===== config.mk =====
export PLATFORM = sky130hd
export DESIGN_NAME = instr_fetch
export DESIGN_NICKNAME = d
export VERILOG_FILES = /design/src/rtl/instr_fetch.sv
export SDC_FILE = /design/constraint.sdc
export NUM_CORES = 1
export LEC_CHECK = 0
export BUFFER_PORTS_ARGS = -buffer_cell sky130_fd_sc_hd__buf_2
export CORE_MARGIN = 2
export CORE_UTILIZATION = 45
export DETAILED_ROUTE_END_ITERATION = 16
export GPL_TIMING_DRIVEN = 0
export PLACE_DENSITY = 0.8
export SYNTH_ARGS = -nofsm -noshare
export SYNTH_HDL_FRONTEND = slang
export SYNTH_SLANG_ARGS = --single-unit

===== constraint.sdc =====
create_clock -name clk -period 3.6 [get_ports clk]
set_input_delay 0.18 -clock clk [delete_from_list [all_inputs] [get_ports clk]]
set_output_delay 0.18 -clock clk [all_outputs]
set_load 0.03 [all_outputs]

===== src/rtl/instr_fetch.sv =====
// Instruction fetch unit: issues one Avalon-MM word read per fetch_en in IDLE and returns the word.
// One-cycle minimum bus latency; holds the request under waitrequest and stops for good on halt, misalignment or timeout.
module instr_fetch #(
  parameter logic [31:0] HALT_ADDR  = 32'h00000000,
  parameter int unsigned WAIT_LIMIT = 255
) (
  input  logic        clk,
  input  logic        reset_n,
  input  logic        fetch_en,
  input  logic [31:0] pc,
  input  logic        active_in,
  input  logic        avm_waitrequest,
  input  logic [31:0] avm_readdata,
  output logic [31:0] avm_address,
  output logic        avm_read,
  output logic [3:0]  avm_byteenable,
  output logic [31:0] instr,
  output logic        instr_valid,
  output logic        stall,
  output logic        fetch_err,
  output logic        halted
);

  localparam logic [1:0] S_IDLE = 2'd0;
  localparam logic [1:0] S_REQ  = 2'd1;
  localparam logic [1:0] S_HALT = 2'd2;

  logic [1:0]  r_state;
  logic [31:0] r_addr;
  logic        r_read;
  logic [31:0] r_instr;
  logic        r_instr_valid;
  logic        r_fetch_err;
  logic        r_halted;
  logic [7:0]  r_wait_cnt;

  logic [7:0]  w_wait_next;
  logic        w_timeout;
  logic        w_halt_req;
  logic        w_misaligned;

  // Counter saturates rather than wrapping so a large WAIT_LIMIT can never alias back to zero.
  assign w_wait_next  = (r_wait_cnt == 8'hFF) ? 8'hFF : r_wait_cnt + 8'd1;
  assign w_timeout    = ({24'd0, w_wait_next} >= WAIT_LIMIT);
  assign w_halt_req   = (pc == HALT_ADDR) || !active_in;
  assign w_misaligned = (pc[1:0] != 2'b00);

  always_ff @(posedge clk) begin
    if (!reset_n) begin
      r_state       <= S_IDLE;
      r_addr        <= 32'd0;
      r_read        <= 1'b0;
      r_instr       <= 32'd0;
      r_instr_valid <= 1'b0;
      r_fetch_err   <= 1'b0;
      r_halted      <= 1'b0;
      r_wait_cnt    <= 8'd0;
    end else begin
      r_instr_valid <= 1'b0;
      case (r_state)
        S_IDLE: begin
          if (fetch_en) begin
            // Halt outranks misalignment, so a halting PC never raises fetch_err.
            if (w_halt_req) begin
              r_state  <= S_HALT;
              r_halted <= 1'b1;
            end else if (w_misaligned) begin
              r_state     <= S_HALT;
              r_fetch_err <= 1'b1;
              r_halted    <= 1'b1;
            end else begin
              r_state    <= S_REQ;
              r_addr     <= pc;
              r_read     <= 1'b1;
              r_wait_cnt <= 8'd0;
            end
          end
        end
        S_REQ: begin
          if (!avm_waitrequest) begin
            r_instr       <= avm_readdata;
            r_read        <= 1'b0;
            r_instr_valid <= 1'b1;
            r_state       <= S_IDLE;
          end else begin
            r_wait_cnt <= w_wait_next;
            if (w_timeout) begin
              r_read      <= 1'b0;
              r_fetch_err <= 1'b1;
              r_halted    <= 1'b1;
              r_state     <= S_HALT;
            end
          end
        end
        S_HALT: begin
          r_state <= S_HALT;
        end
        default: begin
          r_state <= S_IDLE;
        end
      endcase
    end
  end

  assign avm_address    = r_addr;
  assign avm_read       = r_read;
  assign avm_byteenable = r_read ? 4'b1111 : 4'b0000;
  assign instr          = r_instr;
  assign instr_valid    = r_instr_valid;
  assign stall          = (r_state == S_REQ);
  assign fetch_err      = r_fetch_err;
  assign halted         = r_halted;

endmodule


==> results of run 1 <==
[how the worst min path moves through the flow]
stage                     start                     end  slack, ns  depth (start not counted)
6_report       avm_readdata[24]  instr[24]$_SDFFE_PN0P_       0.06                          3
5_1_grt        avm_readdata[10]  instr[10]$_SDFFE_PN0P_       0.05                          3
4_1_cts        avm_readdata[12]  instr[12]$_SDFFE_PN0P_       0.05                          3
3_5_place_dp   avm_readdata[21]  instr[21]$_SDFFE_PN0P_       0.43                          3
3_3_place_gp   avm_readdata[29]  instr[29]$_SDFFE_PN0P_       0.42                          3
2_1_floorplan  avm_readdata[23]  instr[23]$_SDFFE_PN0P_       0.32                          2
[metrics by stage]
step	hold WS [ns]	setup slack [ns]	utilization	instances	total power, W
6_report	0.0555	1.41	0.617	617	0.00169
5_1_grt	0.0488	1.25	0.617	617	0.00175
4_1_cts	0.0483	1.47	0.617	617	0.00171
3_5_place_dp	0.426	1.51	0.587	601	0.00105
3_3_place_gp	0.420	1.47	0.587	601	0.00104
2_1_floorplan	0.316	1.79	-	364	0.000976
[layout by cell type, fill, tap and decap left out, types with 2 or more instances in the layout]
master	synthesis	layout
a211o_1	2	2
a21o_1	2	2
a21oi_1	45	45
and3_1	2	2
and3_2	2	2
buf_2	6	147
buf_4	4	4
buf_8	2	2
clkbuf_1	11	11
clkbuf_8	0	10
clkinv_4	0	2
dfxtp_1	78	78
inv_1	5	5
mux2i_1	31	31
nand2_1	73	73
nand3_1	5	5
nand4_1	4	4
nor2_1	42	42
nor3_1	2	2
nor4_1	9	9
o21a_1	2	2
o21ai_0	8	8
o221a_2	2	2
o22ai_1	3	3
o31a_1	2	2
or2_2	2	2
xnor2_1	2	2
[final cells by class]
cell class	instances	share of cell area
Sequential cell	78	0.372
Multi-Input combinational cell	256	0.342
Timing Repair Buffer	141	0.168
Buffer	24	0.0340
Clock buffer	10	0.0328
Tap cell	96	0.0286
Clock inverter	6	0.0164
Inverter	6	0.00537
[logic make-up (layout without fill, tap and decap cells)]
| family | after synthesis | in the layout | share of synthesized area |
|---|---|---|---|
| multiplexers | 32 | 32 | 0.102 |
| AO/OA/AOI/OAI | 75 | 75 | 0.146 |
| flip-flops | 78 | 78 | 0.494 |
| adder cells (fa/ha/maj) | 1 | 1 | 0.00396 |
| AND/OR/NAND/NOR | 146 | 146 | 0.197 |
| buffers and inverters | 30 | 187 | 0.0522 |
| XOR/XNOR | 2 | 2 | 0.00554 |
[state kept, by name, summed over array words and instances (netlist names)]
register,count
avm_address,32
avm_read,1
fetch_err,1
halted,1
instr,32
instr_valid,1
r_state,2
r_wait_cnt,8
[worst min-delay path, stage by stage]
cell and delay (ns):
buf_2 0.09, nand2_1 0.04, a21oi_1 0.05
[power by group]
group	total (W)	leakage, nW	internal, W	switching (W)
Combinational	0.000144	1.30	0.0000579	0.0000864
Clock	0.000668	0.103	0.000343	0.000325
Sequential	0.000882	0.630	0.000874	0.00000801
Total	0.00169	2.04	0.00127	0.000420
[metal layers]
layer  wire (µm)  track usage  vias up
met3         549       0.0547       12
met2        4010        0.353      120
met1        3540        0.252     1421
met5           0            0        -
li1            -            -     1558
met4         155       0.0699        0
==> results.yml, run 1 <==
outcome:
  status: "completed"
setup_path:
  worstPathRequired_ns: 3.84
  slowest_delay_ns: 0.43
  cp_top_family: "simple AND/OR/NAND/NOR gates"
  critPathKind: "reg2reg"
  ff2ff_path_depth: 7
  crit_cells: 7
  cpMaxStageDelayCell: "dfxtp_1"
  timing.rr.end: "avm_read$_SDFFE_PN0P_"
  worst_setup_path_end_kind: "flip-flop"
  ff2ff_setup_slack_ns: 1.41
  critPathLaunchType: "flip-flop"
  cp_cell_sequence: "ha_1 > buf_2 > nand4_1 > nor2_2 > o221ai_1 > a211o_1 > and3_1"
  r2r_start: "r_wait_cnt[0]$_SDFFE_PN0P_"
  critPathMaxFanout: 8
  worstPathArrival_ns: 2.43
  setup.worst_path.end: "avm_read$_SDFFE_PN0P_"
  cp_num_buf_inv: 1
  worstSetupStartpoint: "r_wait_cnt[0]$_SDFFE_PN0P_"
place:
  placed_cell_area_mm2: 0.00399
  gp_congestion: 0.884
  dp_hpwl_um: 6380
  port_buffers: 141
final_layout:
  regArea_mm2: 0.00156
  final.fill_count: 607
  multi_input_area_mm2: 0.00144
  finalNetCount: 586
  design_area_mm2: 0.00420
  drive_gt1_frac: 0.345
  diodes: 0
  area_growth_pct: 32.6
global_routing:
  antenna_found_initial: 0
  grt_max_degree: 15
  overflow: 0
  grt_usage: 0.206
  grt_pass1_vias: 2734
  grt_pass1_wl_um: 12500
cts:
  cts_buffer_depth: 2
  clock_latency_ns: 0.35
  path_clk_slew_ns: 0.09
  cts-htree-levels: 3
  cts_sinks: 78
  ctsHoldBuffers: 0
  cts_resized: 0
  cts-root-buf: "clkbuf_8"
  post-cts-setup-buffers: 0
  cts_buffers: 9
  cts_tree: "built"
die:
  fp-row-count: 30
  die_area_mm2: 0.00772
  start_util: 0.466
  chipHeight_um: 87.8
  fp.dieW_um: 87.8
  core_area_mm2: 0.00679
  boundaryPins: 142
logic_synthesis:
  yosys.area.top_type: "dfxtp_1"
  synth_edf_count: 0
  synth_top_area_frac: 0.494
  synth_seq_cells: 78
  syn_inst: 364
  synth_area_per_cell_um2: 8.69
  syn_nets: 434
  seq_area_frac_synth: 0.494
  yosysWarnings: 0
  synthFlopType: "dfxtp_1"
  synth.most_common_cell: "dfxtp_1"
  async_flop_share: 0
  synthTopCellsByCount: "dfxtp_1, nand2_1, a21oi_1"
  synth_area_leaders: "dfxtp_1, mux2i_1, nand2_1"
  netlist_area_mm2: 0.00316
  synth.distinct_cells: 43
timing:
  min_period_over_period: 0.607
  maxSlewHeadroom: 0.584
  worstMarginPinSlew_ns: 0.619
  hold_viol_final: 0
  min_period_ns: 2.19
  setup_tns_ns: 0
  rsz0062_at_grt: "no"
  slew_viol_final: 0
  fmax_mhz: 457
  fin_skew_ns: 0.0141
  final-setup-viol-count: 0
route:
  postRouteAntennaNets: 0
  post_drt_wl_per_cell_um: 13.4
  post_drt_via_cell_ratio: 5.04
  first_pass_iters: 4
  first_iter_violations: 156
  vias: 3111
  drc: 0
  wl_um: 8260
power:
  ir_drop_v: 0.000176
  p_per_area_mw_per_mm2: 404
  p_leak_nw: 2.04
run:
  cap_violations: 0
min_path:
  min_path_type: "in2reg"
Note: power is estimated with default switching activity, not from simulation.
==> inputs of run 2 (changes only) <==
Settings changed: ABC_AREA from default to 1, PLACE_DENSITY 0.8 to 0.79.
Clock period 3.6 ns to 2.1 ns, I/O delays scaled along.
==> run 2 against run 1 <==
Net effect:
- area after synthesis grew 2.7%
- final cell count grew 13%
- final area grew 1.6%
- sequential cell count is the same
- critical path type unchanged
- critical endpoint unchanged
==> results.yml, run 2 <==
logic_synthesis:
  synthTopCellsByCount: "nand2_1, dfxtp_1, a21oi_1"
  synth.distinct_cells: 27
  synth_seq_cells: 78
  synthFlopType: "dfxtp_1"
  netlist_area_mm2: 0.00325
  synth.most_common_cell: "nand2_1"
  async_flop_share: 0
  syn_nets: 518
  syn_inst: 448
  seq_area_frac_synth: 0.481
  synth_edf_count: 0
  synth_top_area_frac: 0.481
  yosysWarnings: 0
  synth_area_per_cell_um2: 7.25
  synth_area_leaders: "dfxtp_1, nand2_1, a21oi_1"
  yosys.area.top_type: "dfxtp_1"
setup_path:
  crit_top_cell: "nand2_1"
  cp_cell_sequence: "ha_1 > nand2_1 > inv_2 > nand3b_4 > nand2_1 > nand2_1 > nor2_2 > nand3_2 > nand2_2 > nand2_1 > nor2_1 > nor2_1"
  critPathKind: "reg2reg"
  worst_setup_path_end_kind: "flip-flop"
  cpMaxStageDelayCell: "dfxtp_1"
  worstPathArrival_ns: 1.98
  critPathLaunchType: "flip-flop"
  worstPathRequired_ns: 2.33
  critPathMaxFanout: 6
  slowest_delay_ns: 0.41
die:
  core_area_mm2: 0.00691
  boundaryPins: 142
  die_area_mm2: 0.00792
  start_util: 0.470
  chipHeight_um: 89.0
  fp.dieW_um: 89.0
  fp-row-count: 30
route:
  drc: 0
  vias: 3466
  postRouteAntennaNets: 0
  first_pass_iters: 4
  post_drt_via_cell_ratio: 4.95
  post_drt_wl_per_cell_um: 12.4
  first_iter_violations: 164
  wl_um: 8690
timing:
  fin_skew_ns: 0.0103
  maxSlewHeadroom: 0.654
  worstMarginPinSlew_ns: 0.519
  final-setup-viol-count: 0
  min_period_over_period: 0.833
  fmax_mhz: 572
  rsz0062_at_grt: "no"
  slew_viol_final: 0
  setup_tns_ns: 0
  min_period_ns: 1.75
  hold_viol_final: 0
cts:
  cts_resized: 0
  clock_latency_ns: 0.35
  cts_sinks: 78
  cts-htree-levels: 3
  cts-root-buf: "clkbuf_8"
  cts_buffer_depth: 2
  post-cts-setup-buffers: 0
  cts_buffers: 9
  ctsHoldBuffers: 0
  cts_tree: "built"
  path_clk_slew_ns: 0.08
final_layout:
  multi_input_area_mm2: 0.00141
  regArea_mm2: 0.00156
  final_cell_mix: "buf_2, nand2_1, dfxtp_1, a21oi_1, nand3_1"
  layout.cells.most_common: "buf_2"
  diodes: 0
  stdcell_count: 700
  finalNetCount: 670
  area_growth_pct: 31.2
  drive_gt1_frac: 0.305
  final.fill_count: 654
run:
  cap_violations: 0
place:
  dp_hpwl_um: 6490
  port_buffers: 141
  gp_congestion: 0.809
  dp_cells: 685
global_routing:
  grt_pass1_wl_um: 13800
  grt_usage: 0.221
  grt_pass1_vias: 3151
  overflow: 0
  antenna_found_initial: 0
  grt_max_degree: 14
outcome:
  status: "completed"
power:
  report.power.total_w: 0.00295
  p_leak_nw: 2.05
  p_per_area_mw_per_mm2: 692
  ir_drop_v: 0.000488
min_path:
  min_path_type: "in2reg"
-- run 2: layout make-up --
| class | instances | share of cell area |
|---|---|---|
| sequential | 78 | 0.366 |
| multi-input combinational | 305 | 0.331 |
| timing repair buffer | 141 | 0.166 |
| buffer | 28 | 0.0326 |
| inverter | 37 | 0.0326 |
| clock buffer | 9 | 0.0291 |
| tap | 96 | 0.0282 |
| clock inverter | 6 | 0.0147 |
-- run 2: report_power, final --
part	leakage [nW]	switching (W)	internal [W]
combinational	1.32	0.000213	0.000119
sequential	0.631	0.0000191	0.00151
clock	0.0992	0.000548	0.000543
-- run 2: path summary, 6_finish.rpt --
| kind | startpoint | to | slack (ns) | depth (start not counted) |
|---|---|---|---|---|
| worst max-delay path | r_wait_cnt[0]$_SDFFE_PN0P_ | avm_read$_SDFFE_PN0P_ | 0.35 | 12 |
| worst min-delay path | pc[3] | avm_address[3]$_SDFFE_PN0P_ | 0.01 | 3 |
| worst max register to register | r_wait_cnt[0]$_SDFFE_PN0P_ | avm_read$_SDFFE_PN0P_ | 0.35 | 12 |
| worst min register to register | avm_address[0]$_SDFFE_PN0P_ | avm_address[0]$_SDFFE_PN0P_ | 0.44 | 2 |
-- run 2: cells by family after synthesis --
family | count (synthesis) | share of synthesized area
buffers and inverters | 65 | 0.0855
adders and majority gates | 1 | 0.00385
AOI/OAI and AO/OA | 91 | 0.144
DFF | 78 | 0.481
and+or+nand+nor | 213 | 0.286
-- run 2: layer usage --
layer / GRT usage / wire (µm) / vias up
li1: - / - / 1747
met1: 0.282 / 3840 / 1603
met2: 0.358 / 4160 / 101
met3: 0.0582 / 527 / 15
met4: 0.0896 / 170 / 0
met5: 0 / 0 / -
-- run 2: worst max-delay path: cells and delay by family (launching register included) --
kind / cells / cell delay [ns]
adder cells (fa/ha/maj): 1 / 0.21
buffers and inverters: 1 / 0.12
AND/OR/NAND/NOR: 10 / 0.89
flip-flops: 1 / 0.41
-- run 2: through the flow --
stage               setup WS [ns]  hold WS [ns]   util  area [µm²]
detailed placement          0.393         0.369  0.590        4080
finish                      0.351        0.0121  0.617        4260
global placement            0.415         0.358  0.590        4080
global route                0.178       0.00582  0.617        4260
floorplan                   0.601         0.243      -        3250
CTS                         0.351       0.00224  0.617        4260
==> inputs of run 3 (changes only) <==
Clock period 2.1 ns to 1.8 ns, I/O delays scaled along.
==> run 3 against run 2 <==
Net effect:
- total power is 19% higher
- clock power increased by 17%
- final cell count grew 5.0%
- register-to-register slack got worse by 0.20 ns
- die area unchanged
- combinational power is 35% higher
- count of clock-buffer cells in the layout stayed put
- first-iteration DRC count down 4.3%
- utilization grew 5.2 points
- sequential power increased by 16%
- routed wire length rose by 9.3%
==> results.yml, run 3 (synthesized netlist as in run 2, its figures left out) <==
die:
  die_area_mm2: 0.00792
  fp.dieW_um: 89.0
  chipHeight_um: 89.0
  core_area_mm2: 0.00691
  start_util: 0.470
  boundaryPins: 142
  fp-row-count: 30
timing:
  slew_viol_final: 0
  fmax_mhz: 588
  final-setup-viol-count: 0
  setup_slack_ns: 0.0998
  setup_tns_ns: 0
  fin_skew_ns: 0.00936
  whs_ns: 0.00599
  maxSlewHeadroom: 0.652
  min_period_over_period: 0.945
  worstMarginPinSlew_ns: 0.522
  rsz0062_at_grt: "no"
  min_period_ns: 1.70
  hold_viol_final: 0
place:
  dp_hpwl_um: 6490
  port_buffers: 141
  gp_congestion: 0.809
  pre_cts_ws_ns: 0.0929
cts:
  cts_buffers: 9
  cts_tree: "built"
  clock_latency_ns: 0.35
  path_clk_slew_ns: 0.09
  cts-htree-levels: 3
  cts-root-buf: "clkbuf_8"
  cts_sinks: 78
  cts_buffer_depth: 2
route:
  drc: 0
  post_drt_wl_per_cell_um: 12.9
  post_drt_via_cell_ratio: 4.99
  postRouteAntennaNets: 0
  first_pass_iters: 4
  vias: 3667
  first_iter_violations: 157
  wl_um: 9500
outcome:
  status: "completed"
min_path:
  min_to: "instr[29]$_SDFFE_PN0P_"
  min_path_type: "in2reg"
  min_from: "avm_readdata[29]"
  hold_depth: 3
setup_path:
  worstPathRequired_ns: 2.03
  ff2ff_path_depth: 12
  timing.rr.end: "avm_read$_SDFFE_PN0P_"
  critPathKind: "in2reg"
  cp_cell_sequence: "dlygate4sd3_1 > buf_2 > nor2_1 > and2_1 > nand2_1 > nor2_1 > nand2_1 > nand4_1 > inv_2 > buf_4 > o21ai_0 > a21oi_1"
  worst_setup_path_end_kind: "flip-flop"
  critPathLaunchType: "primary input"
  cpMaxStageDelayCell: "dlygate4sd3_1"
  worstPathArrival_ns: 1.93
  cp_top_family: "buffers and inverters"
  ff2ff_setup_slack_ns: 0.15
  slowest_delay_ns: 0.55
  critPathMaxFanout: 10
  r2r_start: "r_wait_cnt[0]$_SDFFE_PN0P_"
  cp_num_buf_inv: 4
final_layout:
  final_cell_mix: "buf_2, nand2_1, dfxtp_1, a21oi_1, nand3_1"
  layout.cells.most_common: "buf_2"
  final.fill_count: 597
  area_growth_pct: 42.2
  drive_gt1_frac: 0.299
  diodes: 0
  finalNetCount: 705
power:
  p_per_area_mw_per_mm2: 758
  ir_drop_v: 0.000584
  report.power.total_w: 0.00350
  p_leak_nw: 2.20
global_routing:
  grt_pass1_wl_um: 14900
  grt_max_degree: 14
  overflow: 0
  grt_pass1_vias: 3367
  antenna_found_initial: 0
  grt_usage: 0.239
run:
  cap_violations: 0
## run 3: routing by layer
| layer | track usage | wire length (µm) | up-vias |
|---|---|---|---|
| li1 | - | - | 1814 |
| met1 | 0.297 | 4070 | 1707 |
| met2 | 0.394 | 4600 | 124 |
| met3 | 0.0609 | 548 | 22 |
| met4 | 0.103 | 282 | 0 |
| met5 | 0 | 0 | - |
## run 3: cell type report
class                   count  area [µm²]  share of cell area
plain buffers              28         144              0.0311
clock buffers               9         124              0.0268
well taps                  96         120              0.0260
repair buffers            176        1050               0.227
clock inverters             6        62.6              0.0135
multi-input cells         305        1420               0.306
flip-flops and latches     78        1570               0.339
inverters                  37         139              0.0301
## run 3: worst reg2reg max path: stages (launching register included)
cell,delay (ns)
dfxtp_4,0.37
ha_2,0.19
nand2_1,0.08
inv_2,0.11
nand3b_4,0.13
nand2_1,0.11
nand2_1,0.07
nor2_2,0.11
nand3_2,0.09
nand2_2,0.09
nand2_1,0.06
nor2_1,0.09
nor2_1,0.04
## run 3: per-stage QoR
stage | std cells | util | area, µm²
after floorplan | 448 | - | 3250
after global placement | 685 | 0.590 | 4080
after detailed placement | 685 | 0.590 | 4080
after CTS | 732 | 0.663 | 4580
after global routing | 735 | 0.669 | 4620
final | 735 | 0.669 | 4620
## run 3: power breakdown
group | internal (W) | switching [W] | total, W
Combinational | 0.000186 | 0.000262 | 0.000449
Sequential | 0.00176 | 0.0000221 | 0.00178
Clock | 0.000633 | 0.000636 | 0.00127
Total | 0.00258 | 0.000920 | 0.00350
## run 3: worst max path at each step
stage | startpoint | to | slack (ns) | cells past startpoint
finish | pc[19] | avm_address[8]$_SDFFE_PN0P_ | 0.1 | 12
global route | pc[19] | avm_address[15]$_SDFFE_PN0P_ | 0.002 | 12
CTS | r_wait_cnt[0]$_SDFFE_PN0P_ | avm_read$_SDFFE_PN0P_ | 0.05 | 12
detailed placement | r_wait_cnt[0]$_SDFFE_PN0P_ | avm_read$_SDFFE_PN0P_ | 0.09 | 12
global placement | r_wait_cnt[0]$_SDFFE_PN0P_ | avm_read$_SDFFE_PN0P_ | 0.12 | 12
floorplan | r_wait_cnt[0]$_SDFFE_PN0P_ | avm_read$_SDFFE_PN0P_ | 0.30 | 12
## run 3: timing repair
| item | 4_1_cts | 5_1_grt |
|---|---|---|
| setup buffers | 0 | 3 |
| endpoints found under the hold margin | 32 | 0 |
| gates resized for setup | 0 | 10 |
| endpoints found under the setup margin | 0 | 16 |
| hold buffers | 32 | 0 |
